[config.mk]
export PLATFORM = sky130hd
export DESIGN_NAME = text_console_writer_flat
export DESIGN_NICKNAME = d
export VERILOG_FILES = /design/src/rtl/text_console_writer_pkg.sv /design/src/rtl/text_console_writer_if.sv /design/src/rtl/text_console_writer_bus_writer.sv /design/src/rtl/text_console_writer.sv /design/src/flat_wrapper.sv
export SDC_FILE = /design/constraint.sdc
export NUM_CORES = 1
export LEC_CHECK = 0
export ABC_AREA = 1
export CAP_MARGIN = 20
export CORE_ASPECT_RATIO = 1.75
export CORE_MARGIN = 3
export CORE_UTILIZATION = 56
export CTS_CLUSTER_DIAMETER = 40
export CTS_CLUSTER_SIZE = 10
export DETAILED_ROUTE_END_ITERATION = 16
export PLACE_DENSITY = 0.87
export SKIP_LAST_GASP = 1
export SLEW_MARGIN = 20
export SYNTH_ARGS = -nofsm -noshare
export SYNTH_HDL_FRONTEND = slang
export SYNTH_SLANG_ARGS = --single-unit
[constraint.sdc]
create_clock -name clk -period 3.95 [get_ports clk]
set_input_delay 0.9875 -clock clk [delete_from_list [all_inputs] [get_ports clk]]
set_output_delay 0.9875 -clock clk [all_outputs]
set_load 0.01 [all_outputs]
[src/rtl/text_console_writer_pkg.sv]
// Shared types and constants for the text console writer: FSM state
// encoding, the control codepoints it interprets and the default geometry.
package text_console_writer_pkg;

    typedef enum logic [1:0] {
        ST_IDLE,
        ST_PUT,
        ST_CLR_LINE,
        ST_CLR_ALL
    } state_t;

    localparam logic [7:0] CH_CR  = 8'h0D;
    localparam logic [7:0] CH_LF  = 8'h0A;
    localparam logic [7:0] CH_BS  = 8'h08;
    localparam logic [7:0] CH_TAB = 8'h09;
    localparam logic [7:0] CH_FF  = 8'h0C;

    localparam int DEFAULT_COLS = 80;
    localparam int DEFAULT_ROWS = 30;

    // Row after a line advance; the screen does not scroll, it wraps to the top.
    function automatic logic [4:0] next_row(input logic [4:0] row, input int rows);
        return (int'(row) == rows - 1) ? 5'd0 : row + 5'd1;
    endfunction

endpackage

[src/rtl/text_console_writer_if.sv]
// Word-wide write bus shared with the text-mode GPU screenbuffer.
// The console is the master; the screenbuffer answers with ready.
interface text_console_writer_if;
    logic [31:0] addr;
    logic [31:0] wdata;
    logic [3:0]  wmask;
    logic        wen;
    logic        ren;
    logic        ready;

    modport master (output addr, output wdata, output wmask, output wen, output ren, input ready);
    modport slave  (input addr, input wdata, input wmask, input wen, input ren, output ready);
endinterface

[src/rtl/text_console_writer_bus_writer.sv]
// Single-word request holder: captures one address/data/mask on load, keeps
// wen high until the target accepts, and can be reloaded on the accepting
// edge so consecutive words go out back-to-back.
module console_bus_writer #(
    parameter logic [31:0] BASE_ADDR = 32'h8000
) (
    input  logic        clk,
    input  logic        rst_n,
    input  logic        load,
    input  logic [31:0] load_addr,
    input  logic [31:0] load_data,
    input  logic [3:0]  load_mask,
    output logic        pending,
    output logic        done,
    text_console_writer_if.master bus
);

    assign done    = bus.wen & bus.ready;
    assign pending = bus.wen;
    assign bus.ren = 1'b0;

    // Request register: load wins over completion so words can chain without a gap.
    always_ff @(posedge clk or negedge rst_n) begin
        if (!rst_n) begin
            bus.addr  <= BASE_ADDR;
            bus.wdata <= 32'd0;
            bus.wmask <= 4'd0;
            bus.wen   <= 1'b0;
        end else if (load) begin
            bus.addr  <= load_addr;
            bus.wdata <= load_data;
            bus.wmask <= load_mask;
            bus.wen   <= 1'b1;
        end else if (done) begin
            bus.wen   <= 1'b0;
        end
    end

endmodule

[src/rtl/text_console_writer.sv]
// Byte-stream to screenbuffer console. Keeps a cursor, interprets CR/LF/BS/
// TAB/FF, prints everything else raw, and clears rows as the cursor moves onto
// them. The cursor/FSM lives here; bus timing lives in console_bus_writer.
module text_console_writer
    import text_console_writer_pkg::*;
#(
    parameter logic [31:0] BASE_ADDR      = 32'h8000,
    parameter int          COLS           = DEFAULT_COLS,
    parameter int          ROWS           = DEFAULT_ROWS,
    parameter logic [7:0]  FILL_CHAR      = 8'h20,
    parameter bit          CLEAR_ON_RESET = 1'b1
) (
    input  logic       clk,
    input  logic       rst_n,
    input  logic [7:0] in_data,
    input  logic       in_valid,
    output logic       in_ready,
    text_console_writer_if.master bus,
    output logic [6:0] cursor_col,
    output logic [4:0] cursor_row,
    output logic       busy
);

    localparam int WPR       = COLS / 4;
    localparam int ALL_WORDS = ROWS * WPR;

    state_t      state, state_n;
    logic [6:0]  col_n;
    logic [4:0]  row_n;
    logic [9:0]  wcnt, wcnt_n, wsel;
    logic [7:0]  put_ch, put_ch_n;
    logic        erase, erase_n;
    logic        load, pending, done;
    logic [31:0] load_addr, load_data;
    logic [3:0]  load_mask;
    logic [31:0] cell_idx, word_idx;
    logic [7:0]  tab_col;

    assign busy = (state != ST_IDLE);

    console_bus_writer #(.BASE_ADDR(BASE_ADDR)) u_writer (
        .clk       (clk),
        .rst_n     (rst_n),
        .load      (load),
        .load_addr (load_addr),
        .load_data (load_data),
        .load_mask (load_mask),
        .pending   (pending),
        .done      (done),
        .bus       (bus)
    );

    // State, cursor and word counter registers; in_ready mirrors the next IDLE state.
    always_ff @(posedge clk or negedge rst_n) begin
        if (!rst_n) begin
            state      <= CLEAR_ON_RESET ? ST_CLR_ALL : ST_IDLE;
            in_ready   <= !CLEAR_ON_RESET;
            cursor_col <= 7'd0;
            cursor_row <= 5'd0;
            wcnt       <= 10'd0;
            put_ch     <= 8'd0;
            erase      <= 1'b0;
        end else begin
            state      <= state_n;
            in_ready   <= (state_n == ST_IDLE);
            cursor_col <= col_n;
            cursor_row <= row_n;
            wcnt       <= wcnt_n;
            put_ch     <= put_ch_n;
            erase      <= erase_n;
        end
    end

    // Byte decode, cursor math and choice of the next bus word.
    // A character write targets the cursor cell; the cursor moves when that write is accepted.
    always_comb begin
        state_n   = state;
        col_n     = cursor_col;
        row_n     = cursor_row;
        wcnt_n    = wcnt;
        put_ch_n  = put_ch;
        erase_n   = erase;
        load      = 1'b0;
        load_addr = BASE_ADDR;
        load_data = {4{FILL_CHAR}};
        load_mask = 4'hF;
        wsel      = done ? (wcnt + 10'd1) : wcnt;
        cell_idx  = 32'(cursor_row) * 32'(COLS) + 32'(cursor_col);
        tab_col   = ({1'b0, cursor_col} | 8'd7) + 8'd1;
        word_idx  = 32'(wsel);

        case (state)
            ST_IDLE: begin
                if (in_valid && in_ready) begin
                    case (in_data)
                        CH_CR: col_n = 7'd0;
                        CH_FF: begin
                            col_n   = 7'd0;
                            row_n   = 5'd0;
                            wcnt_n  = 10'd0;
                            state_n = ST_CLR_ALL;
                        end
                        CH_LF: begin
                            col_n   = 7'd0;
                            row_n   = next_row(cursor_row, ROWS);
                            wcnt_n  = 10'd0;
                            state_n = ST_CLR_LINE;
                        end
                        CH_BS: begin
                            if (cursor_col != 7'd0) begin
                                put_ch_n = FILL_CHAR;
                                erase_n  = 1'b1;
                                state_n  = ST_PUT;
                            end
                        end
                        CH_TAB: begin
                            if (int'(tab_col) >= COLS) begin
                                col_n   = 7'd0;
                                row_n   = next_row(cursor_row, ROWS);
                                wcnt_n  = 10'd0;
                                state_n = ST_CLR_LINE;
                            end else begin
                                col_n = tab_col[6:0];
                            end
                        end
                        default: begin
                            put_ch_n = in_data;
                            erase_n  = 1'b0;
                            state_n  = ST_PUT;
                        end
                    endcase
                end
            end
            ST_PUT: begin
                load_addr = BASE_ADDR + (cell_idx & ~32'd3);
                load_mask = 4'b0001 << cell_idx[1:0];
                load_data = {4{put_ch}};
                load      = !pending;
                if (done) begin
                    if (erase) begin
                        col_n   = cursor_col - 7'd1;
                        state_n = ST_IDLE;
                    end else if (int'(cursor_col) == COLS - 1) begin
                        col_n   = 7'd0;
                        row_n   = next_row(cursor_row, ROWS);
                        wcnt_n  = 10'd0;
                        state_n = ST_CLR_LINE;
                    end else begin
                        col_n   = cursor_col + 7'd1;
                        state_n = ST_IDLE;
                    end
                end
            end
            ST_CLR_LINE: begin
                word_idx  = 32'(cursor_row) * 32'(WPR) + 32'(wsel);
                load_addr = BASE_ADDR + (word_idx << 2);
                load      = !pending || (done && wcnt != 10'(WPR - 1));
                if (done) begin
                    if (wcnt == 10'(WPR - 1)) begin
                        wcnt_n  = 10'd0;
                        state_n = ST_IDLE;
                    end else begin
                        wcnt_n = wcnt + 10'd1;
                    end
                end
            end
            ST_CLR_ALL: begin
                load_addr = BASE_ADDR + (word_idx << 2);
                load      = !pending || (done && wcnt != 10'(ALL_WORDS - 1));
                if (done) begin
                    if (wcnt == 10'(ALL_WORDS - 1)) begin
                        wcnt_n  = 10'd0;
                        state_n = ST_IDLE;
                    end else begin
                        wcnt_n = wcnt + 10'd1;
                    end
                end
            end
            default: state_n = ST_IDLE;
        endcase
    end

endmodule

[src/flat_wrapper.sv]
// flat-port wrapper written by rule: the top's interface ports become plain ports
module text_console_writer_flat import text_console_writer_pkg::*;
#(
    parameter logic [31:0] BASE_ADDR      = 32'h8000,
    parameter int          COLS           = DEFAULT_COLS,
    parameter int          ROWS           = DEFAULT_ROWS,
    parameter logic [7:0]  FILL_CHAR      = 8'h20,
    parameter bit          CLEAR_ON_RESET = 1'b1
)
  (clk, rst_n, in_data, in_valid, in_ready, cursor_col, cursor_row, busy, bus_addr, bus_wdata, bus_wmask, bus_wen, bus_ren, bus_ready);
  text_console_writer_if bus_i ();
  input  logic clk;
  input  logic rst_n;
  input  logic [7:0] in_data;
  input  logic in_valid;
  output logic in_ready;
  output logic [6:0] cursor_col;
  output logic [4:0] cursor_row;
  output logic busy;
  output wire logic [$bits(bus_i.addr)-1:0] bus_addr;
  output wire logic [$bits(bus_i.wdata)-1:0] bus_wdata;
  output wire logic [$bits(bus_i.wmask)-1:0] bus_wmask;
  output wire logic [$bits(bus_i.wen)-1:0] bus_wen;
  output wire logic [$bits(bus_i.ren)-1:0] bus_ren;
  input wire logic [$bits(bus_i.ready)-1:0] bus_ready;
  assign bus_addr = bus_i.addr;
  assign bus_wdata = bus_i.wdata;
  assign bus_wmask = bus_i.wmask;
  assign bus_wen = bus_i.wen;
  assign bus_ren = bus_i.ren;
  assign bus_i.ready = bus_ready;
  text_console_writer #(.BASE_ADDR(BASE_ADDR), .COLS(COLS), .ROWS(ROWS), .FILL_CHAR(FILL_CHAR), .CLEAR_ON_RESET(CLEAR_ON_RESET)) u_core (.clk(clk), .rst_n(rst_n), .in_data(in_data), .in_valid(in_valid), .in_ready(in_ready), .bus(bus_i), .cursor_col(cursor_col), .cursor_row(cursor_row), .busy(busy));
endmodule
==> results.md <==
- The most used flip-flop cell after synthesis is dfrtp_1.
- The fraction of layout cells with a size suffix above 1 is 8.32%.
- The count of flip-flops with a built-in enable after synthesis is 0.
- The fmax is 0.309 GHz.
- After the last flow step, the layout net total stands at 753.
- The area of placed instances is 5070 um^2.
- The number of clock buffers inserted by TritonCTS is 9.
- The layout has 671 filler cells.
- In the routed layout, each cell is associated on average with a via count of 5.57.
- The worst hold margin is 471 ps.
- Across the whole layout, storage elements account for 1450 um^2.
- The routed wire length is 12900 um.
- Clock tree synthesis found a total of 58 sinks.
- The power density over the cells is 668 nW/um^2.
- The measured slew at the worst slew-check pin is 839 ps.
- Data arrives at the worst endpoint at 3510 ps.
- Global routing finished with a remaining overflow of 0.
- For this block, the initial DRC count from the detailed router was 253.
- For this run, the slowest stage of the critical path takes 480 ps.
- The startpoint of the lowest-slack hold path is u_core.u_writer.bus.wmask[3]$_DFFE_PN0P_.
- The static leakage is 2.72 nW.
- The synthesized netlist occupies a cell area of 4550 um^2.
- The average wire length per cell after detail routing is 15.9 um.
- In this run the standard cell core region covers 7720 um^2.
- The number of buffer cells added on primary ports is 73.
- The initial cell density of the core is 58.9%.
- Of all flip-flops after synthesis, the portion carrying an async set or reset was 100%.
- The via count of the first global-routing pass came to 4621.
- Along the worst path, the maximum fanout reaches 11.
- The cell sitting at the root of the clock tree is a clkbuf_16.
- The initial antenna violation count is 0.
- The flop and latch count out of synthesis is 58.
- The clock period minus worst slack is 3240 ps.
- The footprint of the multi-input gates is 2500 um^2.
- After technology mapping, the gate count stands at 668.
- The number of slew-limit violations in the final report is 0.
- For this run, the number of Yosys warnings is 0.
- The length of the first detailed-routing pass in iterations is 5.
- The chip height is 125 um.
- Hold repair after CTS inserted 0 buffers.
- The element type at the critical path end is a flip-flop.
- After synthesis, flip-flops and latches occupy 31.9% of the total area.
- CTS built an H-tree with a depth of 3.
- The detailed router placed 4503 vias in this run.
- The family of cells with the greatest summed delay on the critical path is simple AND/OR/NAND/NOR gates.
- The post-route fraction of the period consumed by the critical path is 82.0%.
- The post-cts sizing count is 0.
- The post-synthesis average cell area is 6.82 um^2.
- The maximum clock insertion buffer count is 2.
- The launch instance of the worst register-to-register path is u_core.wcnt[0]$_DFFE_PN0P_.
- Setup repair after global routing left no endpoint under its margin.
- IR analysis of the VDD net gives a maximum drop of 0.414 mV.
- The first global-routing pass estimated 21200 um of wire.
- TritonCTS built the clock tree.
- The launch point of the worst path is bus_ready.
- The count of boundary I/O pins is 96.
- The synthesis-to-layout area growth is 18.5%.
- The run finished with clean final reports.
- The site row count is 42.
- For this design, the slowest cell found on the critical path is clkdlybuf4s50_1.
- The finished cells cover 5400 um^2.
- The worst-case setup margin in the final layout is 712 ps.
- In the layout the commonest cells are nand2_1, clkdlybuf4s50_1, nand3_1, dfrtp_1, inv_1.
- The antenna diode count is 0.
- The final weighted congestion in routability-driven placement is 0.935.
- The total of endpoints with negative setup slack in the final report is 0.
- The cell occurring most often along the worst timing path is nand2_1.
- The number of routed nets with antenna violations is 0.
- The worst hold path belongs to the class flip-flop to flip-flop.
- The max-cap check violation count is 0.
- The clock latency of the later-clocked register in the worst-skew pair is 340 ps.
- After clock tree synthesis, the clock-pin slew on the worst setup and hold paths is 50 ps.
- The number of remaining DRC errors is 0.
- For the worst setup path, the data required time is 4230 ps.
- The number of buffers and inverters on the critical path is 4.
- The startpoint type of the worst setup path is a primary input.
- Entering global routing, the biggest net connects 37 pins.
- Traced cell by cell, the critical path runs through clkdlybuf4s50_1 > nand2_1 > inv_2 > nand3_1 > nand2_1 > nand2_1 > o21ai_0 > ha_1 > inv_1 > fa_1 > inv_1 > nand3_1 > nand2_1 > nand4_1 > o311ai_0 > nand3_1 > nand2_1.
- For this run, the share of the core covered by cells in the final layout is 69.9%.
- For the final routed database, the setup TNS stands at 0 ps.
- The largest clock skew in the final design is 7.35 ps.
- The final number of hold-violating endpoints is 0.
- In this run the post-CTS setup repair buffer count came out at 0.
- The HPWL after detailed placement is 9840 um.
- Across every metal layer, demand over resource in global routing totals 29.3%.
- The library cell used most frequently in the layout, excluding fill and tap cells, is nand2_1.
- The synthesized netlist contains 38 unique library cells.
- The floorplan die width is 74.2 um.
- The floorplan die area is 9290 um^2.
- Prior to clock tree synthesis, the placed netlist has a worst setup slack of 427 ps.
- In this run the tightest slew margin relative to its limit is 44.1%.
- By startpoint and endpoint, the worst setup path is classified as primary input to flip-flop.
[metrics by stage]
stage	std cells	power (W)
after floorplan	688	0.00210
after global placement	793	0.00269
after detailed placement	793	0.00272
after CTS	809	0.00360
after global routing	809	0.00382
final	809	0.00360
[synthesized netlist by cell type (2+ instances only)]
cell	number	area, um^2
nand3_1	56	280
o21a_1	2	15.0
nand2_2	5	31.3
buf_2	7	35.0
clkbuf_1	3	11.3
conb_1	2	7.51
buf_4	49	368
nor2_2	4	25.0
o21ai_1	19	95.1
inv_1	48	180
xnor2_1	4	35.0
nor3_1	5	25.0
nand3b_1	2	15.0
dfrtp_1	56	1400
nand2_1	234	878
or2_2	5	31.3
inv_2	16	60.1
nor2_1	44	165
o21ai_0	27	135
ha_1	23	288
dfstp_2	2	52.6
nand4_1	8	50.1
a21oi_1	23	115
fa_1	2	40.0
xor2_1	9	78.8
[routing by layer]
| layer | wire length, um | GRT usage (%) | part of all wire (%) |
|---|---|---|---|
| met1 | 4480 | 29.5 | 35 |
| met2 | 6980 | 52.7 | 54 |
| met3 | 530 | 4.26 | 4.1 |
| met4 | 885 | 19.9 | 6.9 |
| met5 | 0 | 0 | 0 |
[flip-flops by register name, summed over array words and instances, names as in the netlist]
name and cells:
u_core.cursor_col 7, u_core.cursor_row 5, u_core.erase 1, u_core.in_ready 1, u_core.put_ch 8, u_core.state 2, u_core.u_writer.bus.addr 11, u_core.u_writer.bus.wdata 8
u_core.u_writer.bus.wen 1, u_core.u_writer.bus.wmask 4, u_core.wcnt 10
[worst register-to-register path: cells and delay by family, from the launching register on]
kind	cells	cell delay, ps
AOI/OAI and AO/OA	3	700
and+or+nand+nor	9	790
DFF	1	480
xor gates and xnor gates	1	150
adders and majority gates	2	610
buffers and inverters	1	90
[worst paths after layout]
path                                                            end  slack, ps  cells after the start
setup / recovery           u_core.u_writer.bus.addr[12]$_DFFE_PN0P_        710                     17
hold / removal             u_core.u_writer.bus.wmask[3]$_DFFE_PN0P_        470                      2
setup reg to reg           u_core.u_writer.bus.addr[11]$_DFFE_PN0P_       1010                     16
hold reg to reg            u_core.u_writer.bus.wmask[3]$_DFFE_PN0P_        470                      2
max in group asynchronous                 u_core.state[0]$_DFF_PN1_       2320                      2
min in group asynchronous  u_core.u_writer.bus.wmask[0]$_DFFE_PN0P_        750                      1
[logic make-up (layout without fill, tap and decap cells)]
family,after synthesis,in the layout,share of synthesized area (%)
AND/OR/NAND/NOR,366,366,33.7
buffers and inverters,125,158,14.7
AO/OA/AOI/OAI,79,79,9.76
flip-flops,58,58,31.9
adder cells (fa/ha/maj),25,25,7.20
XOR/XNOR,13,13,2.50
other,2,22,0.165
[area by class of cell]
type | count | area share [%]
clock buffer | 9 | 4.17
multi-input combinational | 505 | 46.4
timing repair buffer | 77 | 14.0
sequential | 58 | 26.9
clock inverter | 7 | 1.90
inverter | 65 | 4.52
tap | 88 | 2.04
[power breakdown]
| part | internal (W) | switching [W] |
|---|---|---|
| Sequential | 0.000791 | 0.000197 |
| Clock | 0.000557 | 0.000303 |
| Combinational | 0.000717 | 0.00104 |
| Total | 0.00206 | 0.00154 |
Note: power is estimated with default switching activity, not from simulation.
